--- src/rtl/local_history_predictor_pkg.sv ---
// Shared constants, counter type and saturating-counter helpers for the
// local history branch predictor.
package local_pred_pkg;

  localparam int DEF_PC_WIDTH    = 10;
  localparam int DEF_INDEX_WIDTH = 4;
  localparam int DEF_HIST_WIDTH  = 3;
  localparam int DEF_CTR_WIDTH   = 2;

  // Widest counter the helpers below can handle.
  localparam int MAX_CTR_WIDTH   = 8;

  typedef logic [DEF_CTR_WIDTH-1:0] ctr_t;
  typedef logic [MAX_CTR_WIDTH-1:0] wide_ctr_t;

  // Weakly-not-taken: the largest value whose MSB is still 0.
  localparam ctr_t WEAK_NT = ctr_t'((32'd1 << (DEF_CTR_WIDTH - 1)) - 32'd1);

  // Weakly-not-taken value for an arbitrary counter width.
  function automatic wide_ctr_t weak_nt_of(input int width);
    return wide_ctr_t'((32'd1 << (width - 1)) - 32'd1);
  endfunction

  // One saturating step (up when 'up' is set) for a counter 'width' bits wide.
  function automatic wide_ctr_t sat_step(input wide_ctr_t value, input logic up,
                                         input int width);
    wide_ctr_t max_v;
    wide_ctr_t res;
    max_v = wide_ctr_t'((32'd1 << width) - 32'd1);
    if (up) begin
      if (value >= max_v) res = max_v;
      else                res = value + 8'd1;
    end else begin
      if (value == 8'd0)  res = 8'd0;
      else                res = value - 8'd1;
    end
    return res;
  endfunction

endpackage

--- src/rtl/local_history_predictor_entry.sv ---
// pred_entry: one predictor entry -- a local history shift register plus
// 2^HIST_WIDTH saturating counters. Clear has priority over update.
// Read ports expose the counter selected by the entry's own history (for
// lookups) and the counter selected by upd_hist (pre-update value).
module pred_entry
  import local_pred_pkg::*;
#(
  parameter int HIST_WIDTH = DEF_HIST_WIDTH,
  parameter int CTR_WIDTH  = DEF_CTR_WIDTH
) (
  input  logic                  clk,
  input  logic                  rst,
  input  logic                  clear,
  input  logic                  upd_en,
  input  logic [HIST_WIDTH-1:0] upd_hist,
  input  logic                  upd_taken,
  output logic [HIST_WIDTH-1:0] hist,
  output logic [CTR_WIDTH-1:0]  hist_ctr,
  output logic [CTR_WIDTH-1:0]  upd_ctr
);

  localparam int NUM_CTRS = 2 ** HIST_WIDTH;
  localparam logic [CTR_WIDTH-1:0] INIT_CTR = CTR_WIDTH'(weak_nt_of(CTR_WIDTH));

  logic [HIST_WIDTH-1:0] hist_r;
  logic [HIST_WIDTH-1:0] hist_next_s;
  logic [CTR_WIDTH-1:0]  ctr_r [NUM_CTRS];
  logic [CTR_WIDTH-1:0]  ctr_next_s;

  // Next history (shift in outcome) and next value of the addressed counter.
  always_comb begin
    hist_next_s    = hist_r << 1;
    hist_next_s[0] = upd_taken;
    ctr_next_s     = CTR_WIDTH'(sat_step(wide_ctr_t'(ctr_r[upd_hist]), upd_taken, CTR_WIDTH));
  end

  // Entry state: reset/clear to history 0 and weakly-not-taken counters.
  always_ff @(posedge clk or posedge rst) begin
    if (rst) begin
      hist_r <= '0;
      for (int i = 0; i < NUM_CTRS; i++) ctr_r[i] <= INIT_CTR;
    end else if (clear) begin
      hist_r <= '0;
      for (int i = 0; i < NUM_CTRS; i++) ctr_r[i] <= INIT_CTR;
    end else if (upd_en) begin
      hist_r          <= hist_next_s;
      ctr_r[upd_hist] <= ctr_next_s;
    end else begin
      hist_r <= hist_r;
    end
  end

  assign hist     = hist_r;
  assign hist_ctr = ctr_r[hist_r];
  assign upd_ctr  = ctr_r[upd_hist];

endmodule

--- src/rtl/local_history_predictor.sv ---
// local_history_predictor: PC-indexed table of local histories, each history
// selecting a saturating counter within its entry. Lookups are registered and
// see pre-update/pre-evict state. Evict beats an update to the same entry.
// Optional feature macro: LOCAL_PRED_STATS_EN adds stat_updates and
// stat_mispredicts counters.
module local_history_predictor
  import local_pred_pkg::*;
#(
  parameter int PC_WIDTH    = DEF_PC_WIDTH,
  parameter int INDEX_WIDTH = DEF_INDEX_WIDTH,
  parameter int HIST_WIDTH  = DEF_HIST_WIDTH,
  parameter int CTR_WIDTH   = DEF_CTR_WIDTH
) (
  input  logic                  clk,
  input  logic                  rst,
  input  logic                  lookup_valid,
  input  logic [PC_WIDTH-1:0]   lookup_pc,
  output logic                  pred_valid,
  output logic                  pred_taken,
  output logic [HIST_WIDTH-1:0] pred_hist,
  input  logic                  update_valid,
  input  logic [PC_WIDTH-1:0]   update_pc,
  input  logic [HIST_WIDTH-1:0] update_hist,
  input  logic                  update_taken,
  input  logic                  evict,
  input  logic [PC_WIDTH-1:0]   evict_pc
`ifdef LOCAL_PRED_STATS_EN
  ,
  output logic [15:0]           stat_updates,
  output logic [15:0]           stat_mispredicts
`endif
);

  localparam int NUM_ENTRIES = 2 ** INDEX_WIDTH;

  logic [INDEX_WIDTH-1:0] lookup_idx_s;
  logic [INDEX_WIDTH-1:0] update_idx_s;
  logic [INDEX_WIDTH-1:0] evict_idx_s;
  logic [NUM_ENTRIES-1:0] clear_s;
  logic [NUM_ENTRIES-1:0] upd_en_s;
  logic [HIST_WIDTH-1:0]  ent_hist_s     [NUM_ENTRIES];
  logic [CTR_WIDTH-1:0]   ent_hist_ctr_s [NUM_ENTRIES];
  logic [CTR_WIDTH-1:0]   ent_upd_ctr_s  [NUM_ENTRIES];
  logic [HIST_WIDTH-1:0]  look_hist_s;
  logic [CTR_WIDTH-1:0]   look_ctr_s;
  logic [CTR_WIDTH-1:0]   upd_ctr_s;

  // Only the low PC bits select an entry; aliasing PCs share it.
  assign lookup_idx_s = lookup_pc[INDEX_WIDTH-1:0];
  assign update_idx_s = update_pc[INDEX_WIDTH-1:0];
  assign evict_idx_s  = evict_pc[INDEX_WIDTH-1:0];

  // Per-entry clear and update enables; an evict suppresses an update to the same entry.
  always_comb begin
    clear_s  = '0;
    upd_en_s = '0;
    for (int e = 0; e < NUM_ENTRIES; e++) begin
      clear_s[e]  = evict && (evict_idx_s == INDEX_WIDTH'(e));
      upd_en_s[e] = update_valid && (update_idx_s == INDEX_WIDTH'(e)) && !clear_s[e];
    end
  end

  for (genvar g = 0; g < NUM_ENTRIES; g++) begin : g_entry
    pred_entry #(
      .HIST_WIDTH (HIST_WIDTH),
      .CTR_WIDTH  (CTR_WIDTH)
    ) u_entry (
      .clk       (clk),
      .rst       (rst),
      .clear     (clear_s[g]),
      .upd_en    (upd_en_s[g]),
      .upd_hist  (update_hist),
      .upd_taken (update_taken),
      .hist      (ent_hist_s[g]),
      .hist_ctr  (ent_hist_ctr_s[g]),
      .upd_ctr   (ent_upd_ctr_s[g])
    );
  end

  // Select the looked-up entry's history/counter and the updated entry's counter.
  always_comb begin
    look_hist_s = ent_hist_s[lookup_idx_s];
    look_ctr_s  = ent_hist_ctr_s[lookup_idx_s];
    upd_ctr_s   = ent_upd_ctr_s[update_idx_s];
  end

  // Registered prediction; direction and history hold when no lookup is made.
  always_ff @(posedge clk or posedge rst) begin
    if (rst) begin
      pred_valid <= 1'b0;
      pred_taken <= 1'b0;
      pred_hist  <= '0;
    end else begin
      pred_valid <= lookup_valid;
      if (lookup_valid) begin
        pred_taken <= look_ctr_s[CTR_WIDTH-1];
        pred_hist  <= look_hist_s;
      end else begin
        pred_taken <= pred_taken;
        pred_hist  <= pred_hist;
      end
    end
  end

`ifdef LOCAL_PRED_STATS_EN
  logic upd_applied_s;
  logic unused_pc_s;

  assign upd_applied_s = update_valid && !(evict && (evict_idx_s == update_idx_s));
  assign unused_pc_s   = ^{lookup_pc[PC_WIDTH-1:INDEX_WIDTH], update_pc[PC_WIDTH-1:INDEX_WIDTH],
                           evict_pc[PC_WIDTH-1:INDEX_WIDTH]};

  // Saturating statistics: all updates, and applied updates the counter got wrong.
  always_ff @(posedge clk or posedge rst) begin
    if (rst) begin
      stat_updates     <= 16'd0;
      stat_mispredicts <= 16'd0;
    end else begin
      if (update_valid && (stat_updates != 16'hFFFF)) stat_updates <= stat_updates + 16'd1;
      else                                            stat_updates <= stat_updates;
      if (upd_applied_s && (upd_ctr_s[CTR_WIDTH-1] != update_taken) &&
          (stat_mispredicts != 16'hFFFF))
        stat_mispredicts <= stat_mispredicts + 16'd1;
      else
        stat_mispredicts <= stat_mispredicts;
    end
  end
`else
  logic unused_pc_s;

  // Upper PC bits and the update-side counter read are intentionally unused here.
  assign unused_pc_s = ^{lookup_pc[PC_WIDTH-1:INDEX_WIDTH], update_pc[PC_WIDTH-1:INDEX_WIDTH],
                         evict_pc[PC_WIDTH-1:INDEX_WIDTH], upd_ctr_s};
`endif

endmodule

--- config.mk ---
export PLATFORM = sky130hd
export DESIGN_NAME = local_history_predictor
export DESIGN_NICKNAME = d
export VERILOG_FILES = /design/src/rtl/local_history_predictor_pkg.sv /design/src/rtl/local_history_predictor_entry.sv /design/src/rtl/local_history_predictor.sv
export SDC_FILE = /design/constraint.sdc
export NUM_CORES = 1
export LEC_CHECK = 0
export ABC_AREA = 1
export CORE_ASPECT_RATIO = 1.1
export CORE_MARGIN = 3
export CORE_UTILIZATION = 40
export CTS_CLUSTER_SIZE = 40
export DETAILED_ROUTE_END_ITERATION = 10
export PLACE_DENSITY = 0.55
export REMOVE_ABC_BUFFERS = 1
export SETUP_SLACK_MARGIN = 0.5
export SYNTH_ARGS = -nofsm -noshare
export SYNTH_HDL_FRONTEND = slang
export SYNTH_HIERARCHICAL = 1
export SYNTH_SLANG_ARGS = --single-unit
--- constraint.sdc ---
create_clock -name clk -period 1.44 [get_ports clk]
set_input_delay 0.144 -clock clk [delete_from_list [all_inputs] [get_ports clk]]
set_output_delay 0.144 -clock clk [all_outputs]
set_load 0.05 [all_outputs]
==> flow_metrics.py, run 1 <==
metrics = {
    "die": {
        "initial_core_util": 0.4091,
        "design.die.area_mm2": 0.05833,
        "dieWidth_um": 230.5,
        "dieHeight_um": 253,
        "ios": 44,
        "core_mm2": 0.05423,
        "fp-row-count": 89,
    },
    "sta": {
        "skew_ns": 0.01536,
        "setup_viol": 74,
        "worst_slack_ns": -0.2985,
        "fin_crit_ns": 1.738,
        "relSlewSlack": 0.5160,
        "timing.final.hold_violations": 0,
        "period_share": 1.207,
        "slew_viol_final": 0,
        "tightest_slew_ns": 0.7194,
        "fin_hold_ws_ns": 0.04627,
        "rsz0062_at_grt": "yes",
        "fmax_mhz": 575.2,
    },
    "setup_path": {
        "cp.arrival_ns": 2.24,
        "cp-end-kind": "flip-flop",
        "critical_path_class": "flip-flop to flip-flop",
        "required_ns": 1.94,
        "worst-path-max-fanout": 6,
        "rrSetupSlack_ns": -0.30,
        "worstSetupStartpointType": "flip-flop",
    },
    "finish": {
        "fin_area_mm2": 0.03230,
        "layout-drive-gt1-share": 0.4345,
        "fin_nets": 3836,
        "post-route-util": 0.5956,
        "syn_to_final_growth_pct": 45.59,
        "fin_cells": 4553,
        "diodes": 0,
    },
    "global_routing": {
        "grt_max_degree": 31,
        "overflow": 0,
        "grt_pass1_wl_mm": 120.5,
        "grt_antenna_before_repair": 2,
        "grt_usage": 0.2494,
        "first_global_vias": 23910,
    },
    "clocking": {
        "cts.sinks": 309,
        "htree_levels": 2,
        "cts_buffers": 40,
        "cts.clk_slew.worst_paths_ns": 0.05,
        "tritoncts": "yes",
        "cts_buffer_depth": 3,
        "clk_latency_ns": 0.56,
        "cts_root_buf": "clkbuf_16",
    },
    "route": {
        "drt_pass1_iterations": 5,
        "postRouteAntennaNets": 0,
        "vias": 23530,
        "wl_mm": 73.31,
        "route.detailed.drc": 0,
        "first_iter_violations": 1371,
        "post_drt_wl_per_cell_um": 16.10,
        "vias_per_cell": 5.167,
    },
    "pwr": {
        "power.switching_uw": 9418,
        "p_leak_uw": 0.01608,
        "ir_drop_uv": 669.4,
        "internal_power_uw": 19640,
        "power_frac_seq": 0.366,
        "p_sw_frac": 0.3242,
        "power.density_mw_per_mm2": 899.5,
        "comb_power_share": 0.277,
        "pwr-share-clk": 0.357,
    },
    "place": {
        "dp.cells": 4369,
        "dp_hpwl_mm": 49.58,
        "port-buffer-count": 25,
        "gp_congestion": 0.9128,
        "dpl_cell_area_mm2": 0.02682,
    },
    "run_status": {
        "violations": "negative setup slack",
        "status": "finished with violations",
    },
    "flow_run": {
        "cap_violations": 0,
    },
    "logic_synthesis": {
        "syn-cell-area_mm2": 0.02219,
        "syn_avg_cell_area_um2": 6.939,
        "yosysWarnings": 6,
        "syn_inst": 3197,
    },
    "worst_hold_path": {
        "hold_class": "input pin to flip-flop",
    },
}
-- per-stage QoR --
step	power [uW]	worst slack (ns)	TNS [ns]
after floorplan	13950	-0.7849	-99.22
after global placement	17220	-1.181	-261.11
after detailed placement	17320	-1.268	-265.12
after CTS	28810	-0.3048	-2.106
after global routing	30550	-0.4378	-14.73
final	29050	-0.2985	-1.914
-- power groups by stage --
stage | Sequential [uW] | Clock (uW) | Combinational [uW]
6_report | 10600 | 10400 | 8050
5_1_grt | 10800 | 10900 | 8830
4_1_cts | 10600 | 10700 | 7540
3_5_place_dp | 10700 | 0 | 6620
3_3_place_gp | 10700 | 0 | 6520
2_1_floorplan | 10600 | 0 | 3380
-- metal layers --
metal  wire, um  vias up  GRT usage
met4       2206        4    0.09034
met3       3140      176    0.03207
li1           -    11520          -
met2      35670      619     0.4279
met1      32260    11200     0.3229
met5         31        -          0
-- path summary, 6_finish.rpt --
kind,startpoint,endpoint,cells past startpoint
worst max-delay path,g_entry[15].u_entry/hist[0]$_DFFE_PP0P_,pred_taken$_DFFE_PP0P_,11
worst min-delay path,update_taken,g_entry[10].u_entry/hist[0]$_DFFE_PP0P_,3
worst max register to register,g_entry[15].u_entry/hist[0]$_DFFE_PP0P_,pred_taken$_DFFE_PP0P_,11
min in group asynchronous,rst,pred_hist[1]$_DFFE_PP0P_,3
max in group asynchronous,rst,g_entry[12].u_entry/ctr_r[6]$_DFFE_PP1P_,4
worst min register to register,pred_hist[0]$_DFFE_PP0P_,pred_hist[0]$_DFFE_PP0P_,2
-- area by class of cell --
type                            instances  area [um^2]
Tap cell                              728        910.9
Multi-Input combinational cell       2298        14380
Clock buffer                           58         1170
Clock inverter                         12        162.7
Inverter                              466         1837
Timing Repair Buffer                  682         5928
Fill cell                            4762        21930
Sequential cell                       309         7909
-- critical path, cell delays in order (launching register included) --
cell	delay, ns
dfrtp_2	0.46
o21ai_0	0.23
a21oi_1	0.11
a31oi_1	0.21
nand2_1	0.16
nand3_2	0.09
nand3_2	0.07
nand2_2	0.08
nand2_1	0.06
nand2_2	0.12
nand2_2	0.05
nand2_1	0.05
-- sequential cells by signal, summed over array words and instances, names as in the netlist --
signal / cells
g_entry.u_entry/ctr_r: 256
pred_hist: 3
pred_valid: 1
g_entry.u_entry/hist: 48
pred_taken: 1
-- layout by cell type (no fill, tap or decap), types with 10 or more instances in the layout --
master	count
o22ai_1	30
clkinv_2	10
dfstp_2	128
nand2_8	48
nor2_2	38
nand3_2	260
buf_6	91
nand3_1	122
nor2_8	11
dfrtp_1	168
nor3_4	11
nand2_2	104
nor2_1	144
nor2_4	26
dfrtp_2	13
nand4_2	11
o21ai_1	20
clkbuf_16	41
o21ai_0	83
inv_2	86
nand2_1	982
nor3_1	47
a21oi_1	42
inv_1	351
nand4_1	46
nor4_2	20
buf_4	542
a31oi_1	60
nor4_1	29
a21oi_2	10
inv_4	17
nand2_4	61
buf_12	35
a41oi_1	22
nand3_4	38
-- timing repair --
action | in CTS | in global routing
pin swaps | 174 | 167
resized for setup | 582 | 210
setup buffers | 69 | 23
hold buffers | 1 | 0
hold endpoints to repair | 1 | 0
cloned | 21 | 0
endpoints found under the setup margin | 313 | 312
Note: power is estimated with default switching activity, not from simulation.
==> run 2, diff against run 1 <==
--- a/config.mk
+++ b/config.mk
@@ -7,7 +7,7 @@
 export LEC_CHECK = 0
 export ABC_AREA = 1
 export CORE_ASPECT_RATIO = 1.1
-export CORE_MARGIN = 3
+export CORE_MARGIN = 2
 export CORE_UTILIZATION = 40
 export CTS_CLUSTER_SIZE = 40
 export DETAILED_ROUTE_END_ITERATION = 10
==> flow_metrics.py, run 2 (same netlist as run 1, synthesis figures left out) <==
metrics = {
    "setup_path": {
        "required_ns": 1.94,
        "worstSetupStartpointType": "flip-flop",
        "cp-end-kind": "flip-flop",
        "cp.arrival_ns": 2.20,
        "r2r_start": "g_entry[11].u_entry/hist[0]$_DFFE_PP0P_",
        "worst-path-max-fanout": 6,
        "critical_path_class": "flip-flop to flip-flop",
        "worstSetupStartpoint": "g_entry[11].u_entry/hist[0]$_DFFE_PP0P_",
    },
    "finish": {
        "final_common_cell": "nand2_1",
        "syn_to_final_growth_pct": 45.02,
        "largest_reg_flops": 256,
        "diodes": 0,
        "fin_nets": 3826,
        "largest-register": "g_entry.u_entry/ctr_r",
        "layout-drive-gt1-share": 0.4243,
        "final_cell_mix": "nand2_1, buf_4, inv_1",
    },
    "global_routing": {
        "first_global_vias": 23590,
        "grt_usage": 0.2483,
        "overflow": 0,
        "grt_antenna_before_repair": 0,
        "grt_pass1_wl_mm": 117.8,
        "grt_max_degree": 33,
    },
    "sta": {
        "worst_slack_ns": -0.2635,
        "fmax_mhz": 587.0,
        "fin_crit_ns": 1.704,
        "slew_viol_final": 0,
        "fin_hold_ws_ns": 0.07676,
        "timing.final.hold_violations": 0,
        "skew_ns": 0.01496,
        "period_share": 1.183,
        "setup_viol": 113,
        "relSlewSlack": 0.5528,
        "tightest_slew_ns": 0.6646,
        "rsz0062_at_grt": "yes",
    },
    "die": {
        "ios": 44,
        "core_mm2": 0.05484,
        "initial_core_util": 0.4045,
        "fp-row-count": 90,
        "dieWidth_um": 228.5,
        "dieHeight_um": 251,
        "design.die.area_mm2": 0.05736,
    },
    "run_status": {
        "status": "finished with violations",
        "violations": "negative setup slack",
    },
    "clocking": {
        "cts_root_buf": "clkbuf_16",
        "cts.clk_slew.worst_paths_ns": 0.06,
        "htree_levels": 2,
        "clk_latency_ns": 0.56,
        "cts.sinks": 309,
        "hold_buffers": 0,
        "tritoncts": "yes",
        "cts_buffers": 40,
        "cts_buffer_depth": 3,
    },
    "route": {
        "drt_pass1_iterations": 7,
        "route.detailed.drc": 0,
        "vias_per_cell": 5.198,
        "vias": 23660,
        "wl_mm": 73.21,
        "first_iter_violations": 1607,
        "post_drt_wl_per_cell_um": 16.08,
        "wl_met3_mm": 3.989,
        "topRoutingLayerUsed": "met4",
        "dr_wl_met2_mm": 35.52,
        "wl_met1_mm": 31.56,
        "postRouteAntennaNets": 0,
    },
    "place": {
        "dp_hpwl_mm": 49.64,
        "pre_cts_ws_ns": -0.8922,
        "port-buffer-count": 25,
        "gp_congestion": 0.9217,
    },
    "worst_hold_path": {
        "hold_class": "input pin to flip-flop",
        "min-delay-start": "update_taken",
    },
    "pwr": {
        "p_leak_uw": 0.01605,
        "ir_drop_uv": 1091,
        "power.density_mw_per_mm2": 899.1,
    },
    "flow_run": {
        "cap_violations": 0,
    },
}
-- run 2: cell types whose count changed in the layout (fill, tap and decap cells not counted), moves of 12 or more --
cell     before  now
buf_6        91   70
buf_12       35   47
nor3_2        8   20
nand3_2     260  227
nor4_1       29   13
nand3_1     122  152
-- run 2: per-stage QoR --
step           total power (uW)    util  cells  TNS, ns  instance area (um^2)
2_1_floorplan             13950       -   3052   -99.22                 21070
3_3_place_gp              17300  0.4919   4372  -213.73                 26980
3_5_place_dp              17390  0.4919   4372  -225.95                 26980
4_1_cts                   28670  0.5638   4521   -3.444                 30920
5_1_grt                   30380  0.5867   4552   -17.23                 32170
6_report                  28930  0.5867   4552   -3.019                 32170
-- run 2: worst paths after layout --
kind / slack, ns / depth (start not counted) / endpoint
setup / recovery: -0.26 / 14 / pred_taken$_DFFE_PP0P_
hold / removal: 0.08 / 3 / g_entry[2].u_entry/hist[0]$_DFFE_PP0P_
setup reg to reg: -0.26 / 14 / pred_taken$_DFFE_PP0P_
hold reg to reg: 0.48 / 2 / g_entry[15].u_entry/ctr_r[11]$_DFFE_PP0P_
max in group asynchronous: 0.87 / 4 / g_entry[4].u_entry/ctr_r[12]$_DFFE_PP1P_
min in group asynchronous: 0.11 / 3 / g_entry[14].u_entry/hist[2]$_DFFE_PP0P_
-- run 2: layer usage --
layer	global-route usage	vias up
li1	-	11510
met1	0.3164	11330
met2	0.4260	660
met3	0.03970	154
met4	0.08796	0
met5	0	-
-- run 2: power breakdown --
group | total (uW) | switching [uW] | internal (uW) | leakage [uW]
registers | 10600 | 755 | 9880 | 0.00379
clock network | 10400 | 4000 | 6380 | 0.000668
logic | 7920 | 4550 | 3370 | 0.0116
-- run 2: cell type report --
| cell class | instances | area, um^2 |
|---|---|---|
| Clock buffer | 59 | 1184 |
| Clock inverter | 12 | 160.2 |
| Fill cell | 4859 | 22670 |
| Inverter | 466 | 1827 |
| Multi-Input combinational cell | 2295 | 14200 |
| Sequential cell | 309 | 7908 |
| Tap cell | 736 | 920.9 |
| Timing Repair Buffer | 675 | 5973 |
-- run 2: repair_timing --
action / 4_1_cts / 5_1_grt
setup endpoints to repair: 313 / 313
pin swaps: 144 / 172
endpoints found under the hold margin: 0 / 0
gates cloned: 15 / 4
setup buffers: 63 / 27
resized for setup: 460 / 251
-- run 2: critical path, stage by stage (launching register included) --
cell      delay, ns
dfrtp_2        0.46
clkinv_4       0.08
nor2_2         0.04
o21ai_2        0.15
a21oi_2        0.05
a31oi_2        0.16
buf_4          0.16
nand2_4        0.05
nand3_4        0.06
nand3_4        0.08
nand2_1        0.09
nand2_2        0.06
nand2_4        0.10
nand2_2        0.05
nand2_2        0.05
